--- config.mk ---
export PLATFORM = sky130hd
export DESIGN_NAME = uart_msg_tx
export DESIGN_NICKNAME = d
export VERILOG_FILES = /design/src/rtl/uart_msg_tx.sv
export SDC_FILE = /design/constraint.sdc
export NUM_CORES = 1
export LEC_CHECK = 0
export CELL_PAD_IN_SITES_DETAIL_PLACEMENT = 1
export CELL_PAD_IN_SITES_GLOBAL_PLACEMENT = 2
export CORE_UTILIZATION = 38
export DETAILED_ROUTE_END_ITERATION = 16
export GPL_ROUTABILITY_DRIVEN = 0
export PLACE_DENSITY = 0.81
export SYNTH_ARGS = -nofsm -noshare
export SYNTH_HDL_FRONTEND = slang
export SYNTH_SLANG_ARGS = --single-unit
--- constraint.sdc ---
create_clock -name i_Clock -period 3.9 [get_ports i_Clock]
set_input_delay 0.39 -clock i_Clock [delete_from_list [all_inputs] [get_ports i_Clock]]
set_output_delay 0.39 -clock i_Clock [all_outputs]
set_load 0.01 [all_outputs]
--- src/rtl/uart_msg_tx.sv ---
// ============================================================================
// Module      : uart_msg_tx
// Description : Reports a 6-bit value as "TU\r\n" over an 8N1 UART line.
//               Optional even-parity frame bit: define UART_MSG_TX_PARITY_EN.
// Revision    : 1.0 - initial release
// ============================================================================
`default_nettype none

module uart_msg_tx #(
    parameter int CLKS_PER_BIT = 217
) (
    input  logic       i_Clock,
    input  logic       i_Reset,
    input  logic       i_Send,
    input  logic [5:0] i_Value,
    output logic       o_TX_Serial,
    output logic       o_Busy,
    output logic       o_Done,
    output logic       o_Overrun
);

    localparam int              CNT_W   = (CLKS_PER_BIT > 1) ? $clog2(CLKS_PER_BIT) : 1;
    localparam logic [CNT_W-1:0] CNT_MAX = CNT_W'(CLKS_PER_BIT - 1);

    localparam logic [2:0] S_IDLE   = 3'd0;
    localparam logic [2:0] S_START  = 3'd1;
    localparam logic [2:0] S_DATA   = 3'd2;
    localparam logic [2:0] S_STOP   = 3'd3;
`ifdef UART_MSG_TX_PARITY_EN
    localparam logic [2:0] S_PARITY = 3'd4;
`endif

    logic [2:0]       state;
    logic [2:0]       state_next;
    logic [CNT_W-1:0] cnt;
    logic [CNT_W-1:0] cnt_next;
    logic [2:0]       bit_idx;
    logic [2:0]       bit_idx_next;
    logic [1:0]       byte_idx;
    logic [1:0]       byte_idx_next;
    logic [2:0]       tens;
    logic [2:0]       tens_next;
    logic [3:0]       ones;
    logic [3:0]       ones_next;
    logic [6:0]       split_val;
    logic [7:0]       tx_byte;
    logic             bit_end;
    logic             tx_next;
    logic             busy_next;
    logic             done_next;

    // Repeated compare-subtract of ten; six steps cover the full 0..63 range.
    function automatic logic [6:0] split_digits(input logic [5:0] v);
        logic [5:0] rem;
        logic [2:0] t;
        rem = v;
        t   = 3'd0;
        for (int k = 0; k < 6; k++) begin
            if (rem >= 6'd10) begin
                rem = rem - 6'd10;
                t   = t + 3'd1;
            end
        end
        return {t, rem[3:0]};
    endfunction

    function automatic logic [7:0] msg_byte(input logic [1:0] idx,
                                            input logic [2:0] t,
                                            input logic [3:0] o);
        logic [7:0] b;
        case (idx)
            2'd0:    b = {5'b00110, t};
            2'd1:    b = {4'h3, o};
            2'd2:    b = 8'h0D;
            default: b = 8'h0A;
        endcase
        return b;
    endfunction

    assign bit_end   = (cnt == CNT_MAX);
    assign split_val = split_digits(i_Value);

    // State register
    always_ff @(posedge i_Clock or posedge i_Reset) begin
        if (i_Reset) begin
            state <= S_IDLE;
        end else begin
            state <= state_next;
        end
    end

    // Next-state logic
    always_comb begin
        state_next = state;
        case (state)
            S_IDLE: begin
                if (i_Send) begin
                    state_next = S_START;
                end
            end
            S_START: begin
                if (bit_end) begin
                    state_next = S_DATA;
                end
            end
            S_DATA: begin
                if (bit_end && (bit_idx == 3'd7)) begin
`ifdef UART_MSG_TX_PARITY_EN
                    state_next = S_PARITY;
`else
                    state_next = S_STOP;
`endif
                end
            end
`ifdef UART_MSG_TX_PARITY_EN
            S_PARITY: begin
                if (bit_end) begin
                    state_next = S_STOP;
                end
            end
`endif
            S_STOP: begin
                if (bit_end) begin
                    state_next = (byte_idx == 2'd3) ? S_IDLE : S_START;
                end
            end
            default: state_next = S_IDLE;
        endcase
    end

    // Bit-period counter, indices and digit capture
    always_comb begin
        cnt_next      = cnt;
        bit_idx_next  = bit_idx;
        byte_idx_next = byte_idx;
        tens_next     = tens;
        ones_next     = ones;
        if (state == S_IDLE) begin
            cnt_next      = '0;
            bit_idx_next  = 3'd0;
            byte_idx_next = 2'd0;
            if (i_Send) begin
                tens_next = split_val[6:4];
                ones_next = split_val[3:0];
            end
        end else begin
            cnt_next = bit_end ? '0 : cnt + 1'b1;
            if (bit_end && (state == S_DATA)) begin
                bit_idx_next = bit_idx + 3'd1;
            end
            if (bit_end && (state == S_STOP)) begin
                byte_idx_next = byte_idx + 2'd1;
            end
        end
    end

    // Output logic: line level is computed for the upcoming cycle and registered
    always_comb begin
        tx_byte   = msg_byte(byte_idx_next, tens, ones);
        tx_next   = 1'b1;
        busy_next = (state_next != S_IDLE);
        done_next = (state == S_STOP) && bit_end && (byte_idx == 2'd3);
        o_Overrun = i_Send && (state != S_IDLE);
        case (state_next)
            S_START:  tx_next = 1'b0;
            S_DATA:   tx_next = tx_byte[bit_idx_next];
`ifdef UART_MSG_TX_PARITY_EN
            S_PARITY: tx_next = ^tx_byte;
`endif
            default:  tx_next = 1'b1;
        endcase
    end

    always_ff @(posedge i_Clock or posedge i_Reset) begin
        if (i_Reset) begin
            cnt         <= '0;
            bit_idx     <= 3'd0;
            byte_idx    <= 2'd0;
            tens        <= 3'd0;
            ones        <= 4'd0;
            o_TX_Serial <= 1'b1;
            o_Busy      <= 1'b0;
            o_Done      <= 1'b0;
        end else begin
            cnt         <= cnt_next;
            bit_idx     <= bit_idx_next;
            byte_idx    <= byte_idx_next;
            tens        <= tens_next;
            ones        <= ones_next;
            o_TX_Serial <= tx_next;
            o_Busy      <= busy_next;
            o_Done      <= done_next;
        end
    end

endmodule

`default_nettype wire

# After elaboration in Yosys (flattened, before gate mapping)
# Cells that the tools add are included.
[totals]
reg_bits = 26
latchBits = 0
ram_bits = 0
romBits = 0
wordCells = 78
n_memories = 0
[op_classes]
add_sub_neg = 14
n_mul = 0
div_mod_pow = 0
n_lt_le_gt_ge = 7
eq_ne = 10
n_shift = 0
n_mux = 28
bitwise = 0
n_reduce_logical = 10
[op_table]
columns = ["op", "n"]
rows = [
  ["$ge A6 B4 Y1 const B", 6],
  ["$mux W3", 11],
  ["$mux W6", 5],
  ["$sub A6 B4 Y6 const B", 5],
  ["$add A3 B1 Y3 const B", 6],
  ["$pmux W6 S3", 1],
  ["$mux W8", 2],
  ["$pmux W3 S4", 1],
  ["$eq A3 B2 Y1 const B", 3],
  ["$add A8 B1 Y8 const B", 1],
  ["$eq A8 B8 Y1 const B", 1],
  ["$eq A3 B1 Y1 const B", 2],
  ["$reduce_bool A3 Y1", 2],
  ["$logic_and A1 B1 Y1", 5],
  ["$eq A2 B2 Y1 const B", 2],
  ["$lt A3 B4 Y1 const B", 1],
  ["$mux W2", 2],
  ["$mux W4", 1],
  ["$sub A4 B4 Y4 const B", 1],
  ["$bmux W1 S3", 1],
  ["$eq A3 B3 Y1 const B", 1],
  ["$logic_not A3 Y1", 1],
  ["$mux W1", 3],
  ["$add A2 B1 Y2 const B", 1],
  ["other kinds (4)", 4],
]

# Logic depth before layout (Yosys ltp)
[depth]
word_depth = 12
ltp_mapped = 31
mapped_depth_nobuf = 31

# Worst setup path after synthesis
# Ideal clock, no wire load.
[synth_timing]
path_kind = "input-to-reg"
start = "input port i_Value[2]"
end = "register ones[3]"
arrival_time_ps = 5748
t_required_ps = 3831
setup_slack_ps = -1917
stages = 29
n_path_buf = 0
path_cell_list = "inv_1 -> ha_1 -> nor2b_1 -> o21ai_0 -> nand2_1 -> mux2i_1 -> inv_1 -> ha_1 -> nor2b_1 -> a2bb2oi_1 -> nor2_4 -> xor2_1 -> inv_1 -> ha_1 -> nor2b_1 -> a32oi_1 -> o311a_1 -> nand2_1 -> xnor2_1 -> inv_1 -> ha_1 -> nand2b_1 -> a2111oi_0 -> or3_1 -> o21ai_0 -> a211oi_1 -> ha_1 -> or4_2 -> nand3_1"
[synth_via]
elab_chain_cells = 12
elab_cells_between_ends = 18
classes_between = "add/sub (6); order compare (6); mux (6)"
[synth_rtl]
columns = ["item", "line_no", "source"]
rows = [
  ["from (decl)", "15", "input logic [5:0] i_Value,"],
  ["$sub A6 B4 Y6 / $ge A6 B4 Y1 (equally long branches)", "60, 59", ""],
  ["$mux W6 *", "59", "if (rem >= 6'd10) begin"],
  ["$sub A6 B4 Y6 / $ge A6 B4 Y1 (equally long branches)", "60, 59", ""],
  ["$mux W6 *", "59", ""],
  ["$sub A6 B4 Y6 / $ge A6 B4 Y1 (equally long branches)", "60, 59", ""],
  ["$mux W6 *", "59", ""],
  ["$sub A6 B4 Y6 / $ge A6 B4 Y1 (equally long branches)", "60, 59", ""],
  ["$mux W6 *", "59", ""],
  ["$sub A6 B4 Y6 / $ge A6 B4 Y1 (equally long branches)", "60, 59", ""],
  ["$mux W6 *", "59", ""],
  ["$ge A6 B4 Y1 / $sub A4 B4 Y4 (equally long branches)", "59, 60", ""],
  ["$mux W4 *", "59", ""],
  ["to (signal assigned)", "189", "ones <= ones_next;"],
  ["to (decl)", "43", "logic [3:0] ones;"],
]
# Every way passes the cells marked *; elsewhere a longest branch is shown, timed or not.
# A chain may end at the register's enable or synchronous reset.

# Final worst setup path
[layout_timing]
start = "input port i_Value[2]"
end = "register tens[2]"
[layout_via]
elab_chain_cells = 12
elab_cells_between_ends = 27
classes_between = "add/sub (10); order compare (6); mux (11)"
[layout_rtl]
columns = ["item", "line_no", "source"]
rows = [
  ["$sub A6 B4 Y6 / $ge A6 B4 Y1 (equally long branches)", "60, 59", ""],
  ["$mux W6 / $mux W1 (equally long branches)", "59", ""],
  ["$sub A6 B4 Y6, or another cell as far along", "60", "rem = rem - 6'd10;"],
  ["$mux W6 / $mux W3 (equally long branches)", "59", ""],
  ["$sub A6 B4 Y6, or another cell as far along", "60", ""],
  ["$mux W6 / $mux W3 (equally long branches)", "59", ""],
  ["$sub A6 B4 Y6, or another cell as far along", "60", ""],
  ["$mux W6 / $mux W3 (equally long branches)", "59", ""],
  ["$sub A6 B4 Y6, or another cell as far along", "60", ""],
  ["$mux W6 / $mux W3 (equally long branches)", "59", ""],
  ["$ge A6 B4 Y1 / $add A3 B1 Y3 (equally long branches)", "59, 61", ""],
  ["$mux W3 *", "59", ""],
  ["to (signal assigned)", "188", "tens <= tens_next;"],
  ["to (decl)", "41", "logic [2:0] tens;"],
]
# Marks and branches as above.

==> impl_metrics.py <==
metrics = {
    "finish": {
        "nNetsFinal": 448,
        "nFillCells": 736,
        "seq_area_um2": 652,
        "stdcell_area_um2": 4110,
        "diodes": 0,
        "syn_to_final_growth_pct": 58.4,
        "multi_input_area_um2": 2240,
        "drive_gt1_frac": 0.467,
    },
    "yosys": {
        "synthArstFlopShare": 1.00,
        "syn_avg_cell_area_um2": 8.48,
        "synth-seq-cells": 26,
        "synth.distinct_cells": 73,
        "postSynthCellCount": 306,
        "syn_nets": 331,
        "yosysTopAreaCell": "dfrtp_1",
        "ys_seq_area_frac": 0.251,
        "yosysMostFrequentCell": "nor2_1",
        "yosys-top-cells-area": "dfrtp_1, ha_1, nor2_1, nand2_1, o21ai_0",
        "yosys.area.top_type_share": 0.241,
        "netlist_area_um2": 2600,
        "synth_top_cells_by_count": "nor2_1, dfrtp_1, nand2_1, inv_1, o21ai_0",
        "synth-edff-count": 0,
        "synth_ff_type": "dfrtp_1",
        "ys.warnings.count": 0,
    },
    "sta": {
        "fin_ws_ps": -1290,
        "timing.hold.ws_ps": 544,
        "drv_slew": 0,
        "rsz0062_at_grt": "true",
        "period_needed_ps": 5190,
        "maxSlewHeadroom": 0.324,
        "skew_ps": 1.60,
        "setup-violations-final": 6,
        "fin_crit_sh": 1.33,
        "clock.fmax_mhz": 192,
        "max_slew.worst_pin.slew_ps": 1010,
        "finalHoldViolations": 0,
    },
    "route": {
        "drt-met1-wl_um": 4230,
        "wl_met3_um": 134,
        "ant_nets": 0,
        "drt-pass1-iter-count": 6,
        "drt_iter0_markers": 111,
        "wirelength_um": 10400,
        "top_layer_used": "met4",
        "drcViolationCount": 0,
        "wl_met2_um": 5780,
        "drt-vias-per-instance": 5.87,
        "wl_per_cell_um": 20.8,
        "num_vias": 2928,
    },
    "placement": {
        "hpwl_um": 6600,
        "pre_cts_ws_ps": -1970,
        "dpl_cell_area_um2": 3670,
        "io_buffer_count": 12,
    },
    "min_path": {
        "min_path_type": "reg -> reg",
    },
    "flow_run": {
        "max-cap-violations": 0,
    },
    "power_and_ir_drop": {
        "max-vdd-ir-drop_uv": 227,
        "power_density_nw_per_um2": 508,
        "finalPower_uw": 2090,
        "share_seq_of_total_power": 0.169,
        "p_switching_uw": 871,
        "p_clk_frac": 0.084,
        "p_leak_uw": 0.00188,
        "internal_power_uw": 1220,
        "switching_share": 0.417,
        "p_comb_frac": 0.747,
    },
    "global_routing": {
        "grt_antenna_before_repair": 0,
        "overflow": 0,
        "grt_pass1_vias": 3114,
        "grt_max_degree": 27,
        "grt_use_total": 0.267,
        "grt_pass1_wl_um": 15100,
    },
    "worst_setup_path": {
        "path_max_fanout": 4,
        "path_class": "in -> reg",
        "start_kind": "input pin",
        "critPathRequiredTime_ps": 4040,
        "slowest_delay_ps": 320,
        "crit_top_cell": "ha_4",
        "critPathArrivalTime_ps": 5340,
        "worstSetupEndpointType": "register",
        "slowest_stage": "mux2_4",
    },
    "cts": {
        "path_clk_slew_ps": 90,
        "cts_buffers": 3,
        "cts.sinks": 26,
        "h-tree-depth": 1,
        "cts_tree": "done",
        "clock-root-buffer": "clkbuf_8",
        "clkLatencyLatePin_ps": 270,
        "clockBufferDepth": 2,
    },
    "floorplan": {
        "die_h_um": 84.7,
        "die_area_um2": 7170,
        "coreArea_um2": 6460,
        "initial_core_util": 0.402,
        "num_rows": 29,
        "die_w_um": 84.7,
        "io_pins": 13,
    },
    "outcome": {
        "outcome": "finished with violations",
        "violations": "negative setup slack",
    },
}
-- metrics by stage --
step | setup TNS (ps) | instances | utilization
2_1_floorplan | -7270 | 306 | -
3_3_place_gp | -10230 | 476 | 0.568
3_5_place_dp | -11340 | 476 | 0.568
4_1_cts | -6450 | 494 | 0.611
5_1_grt | -8630 | 499 | 0.637
6_report | -7360 | 499 | 0.637
-- sequential cells by signal (all words and copies together), names as in the netlist --
name,cells
state,3
ones,4
byte_idx,2
o_Busy,1
o_Done,1
bit_idx,3
tens,3
cnt,8
o_TX_Serial,1
-- worst paths after layout --
kind                                 start           to  cells past startpoint  slack, ps
worst max-delay path            i_Value[2]      tens[2]                     30      -1290
worst min-delay path               ones[0]      ones[0]                      1        540
worst max register to register      cnt[0]  o_TX_Serial                     14        500
worst min register to register     ones[0]      ones[0]                      1        540
max in group asynchronous          i_Reset       cnt[7]                      2       2610
min in group asynchronous          i_Reset     state[2]                      2        680
-- worst max-delay path, delay by kind of cell --
family,cells,cell delay (ps)
AO/OA/AOI/OAI,7,1310
XOR/XNOR,2,370
adder cells (fa/ha/maj),5,900
buffers and inverters,5,420
multiplexers,3,840
AND/OR/NAND/NOR,8,1090
-- power by group through the flow --
| stage | Combinational (uW) | Sequential [uW] | Clock, uW |
|---|---|---|---|
| 4_1_cts | 1340 | 346 | 183 |
| 5_1_grt | 1650 | 355 | 188 |
| 2_1_floorplan | 707 | 340 | 0 |
| 3_3_place_gp | 1090 | 349 | 0 |
| 6_report | 1560 | 353 | 177 |
| 3_5_place_dp | 1150 | 351 | 0 |
-- metal layers --
metal / GRT usage / up-vias
met5: 0 / -
met1: 0.291 / 1494
met2: 0.541 / 52
met4: 0.0801 / 0
met3: 0.0187 / 20
li1: - / 1362
-- final cells by class --
type | count | share of cell area
inverter | 20 | 0.0219
tap | 77 | 0.0234
timing repair buffer | 122 | 0.237
sequential | 26 | 0.159
multi-input combinational | 250 | 0.545
clock buffer | 4 | 0.0134
-- timing repair --
item                                    4_1_cts  5_1_grt
cloned                                        0        0
setup buffers                                15        7
hold buffers                                  0        0
endpoints found under the setup margin        6        6
pin swaps                                    31       17
endpoints found under the hold margin         0        0
resized for setup                            36       22
-- layout by cell type, fill, tap and decap left out, types with 3 or more instances in the layout --
master and n:
a21oi_1 7, a22o_1 6, a22oi_1 6, and3_1 5, buf_4 107, buf_6 3
clkbuf_8 4, clkdlybuf4s50_1 6, dfrtp_1 25, dlygate4sd2_1 3, ha_1 9, ha_4 6
inv_1 16, mux2_2 5, mux2_4 4, mux2i_1 4, nand2_1 22, nand2b_1 3
nand3_1 12, nand3b_1 3, nor2_1 24, nor2b_1 3, nor2b_4 3, nor3_1 3
nor3_2 4, nor3b_1 3, o2111ai_1 3, o211ai_1 3, o21a_1 4, o21ai_0 13
o21ai_1 3, o21ai_2 3, or2_2 3, xnor2_1 4, xor2_1 7
-- logic make-up after synthesis --
| logic type | Yosys count | share of synthesized area |
|---|---|---|
| buffers and inverters | 30 | 0.0487 |
| flip-flops | 26 | 0.251 |
| XOR/XNOR | 17 | 0.0627 |
| AND/OR/NAND/NOR | 112 | 0.232 |
| multiplexers | 15 | 0.0636 |
| adder cells (fa/ha/maj) | 16 | 0.0771 |
| AO/OA/AOI/OAI | 89 | 0.264 |
| other | 1 | 0.00144 |
No activity file was read; power rests on OpenSTA's default activity.
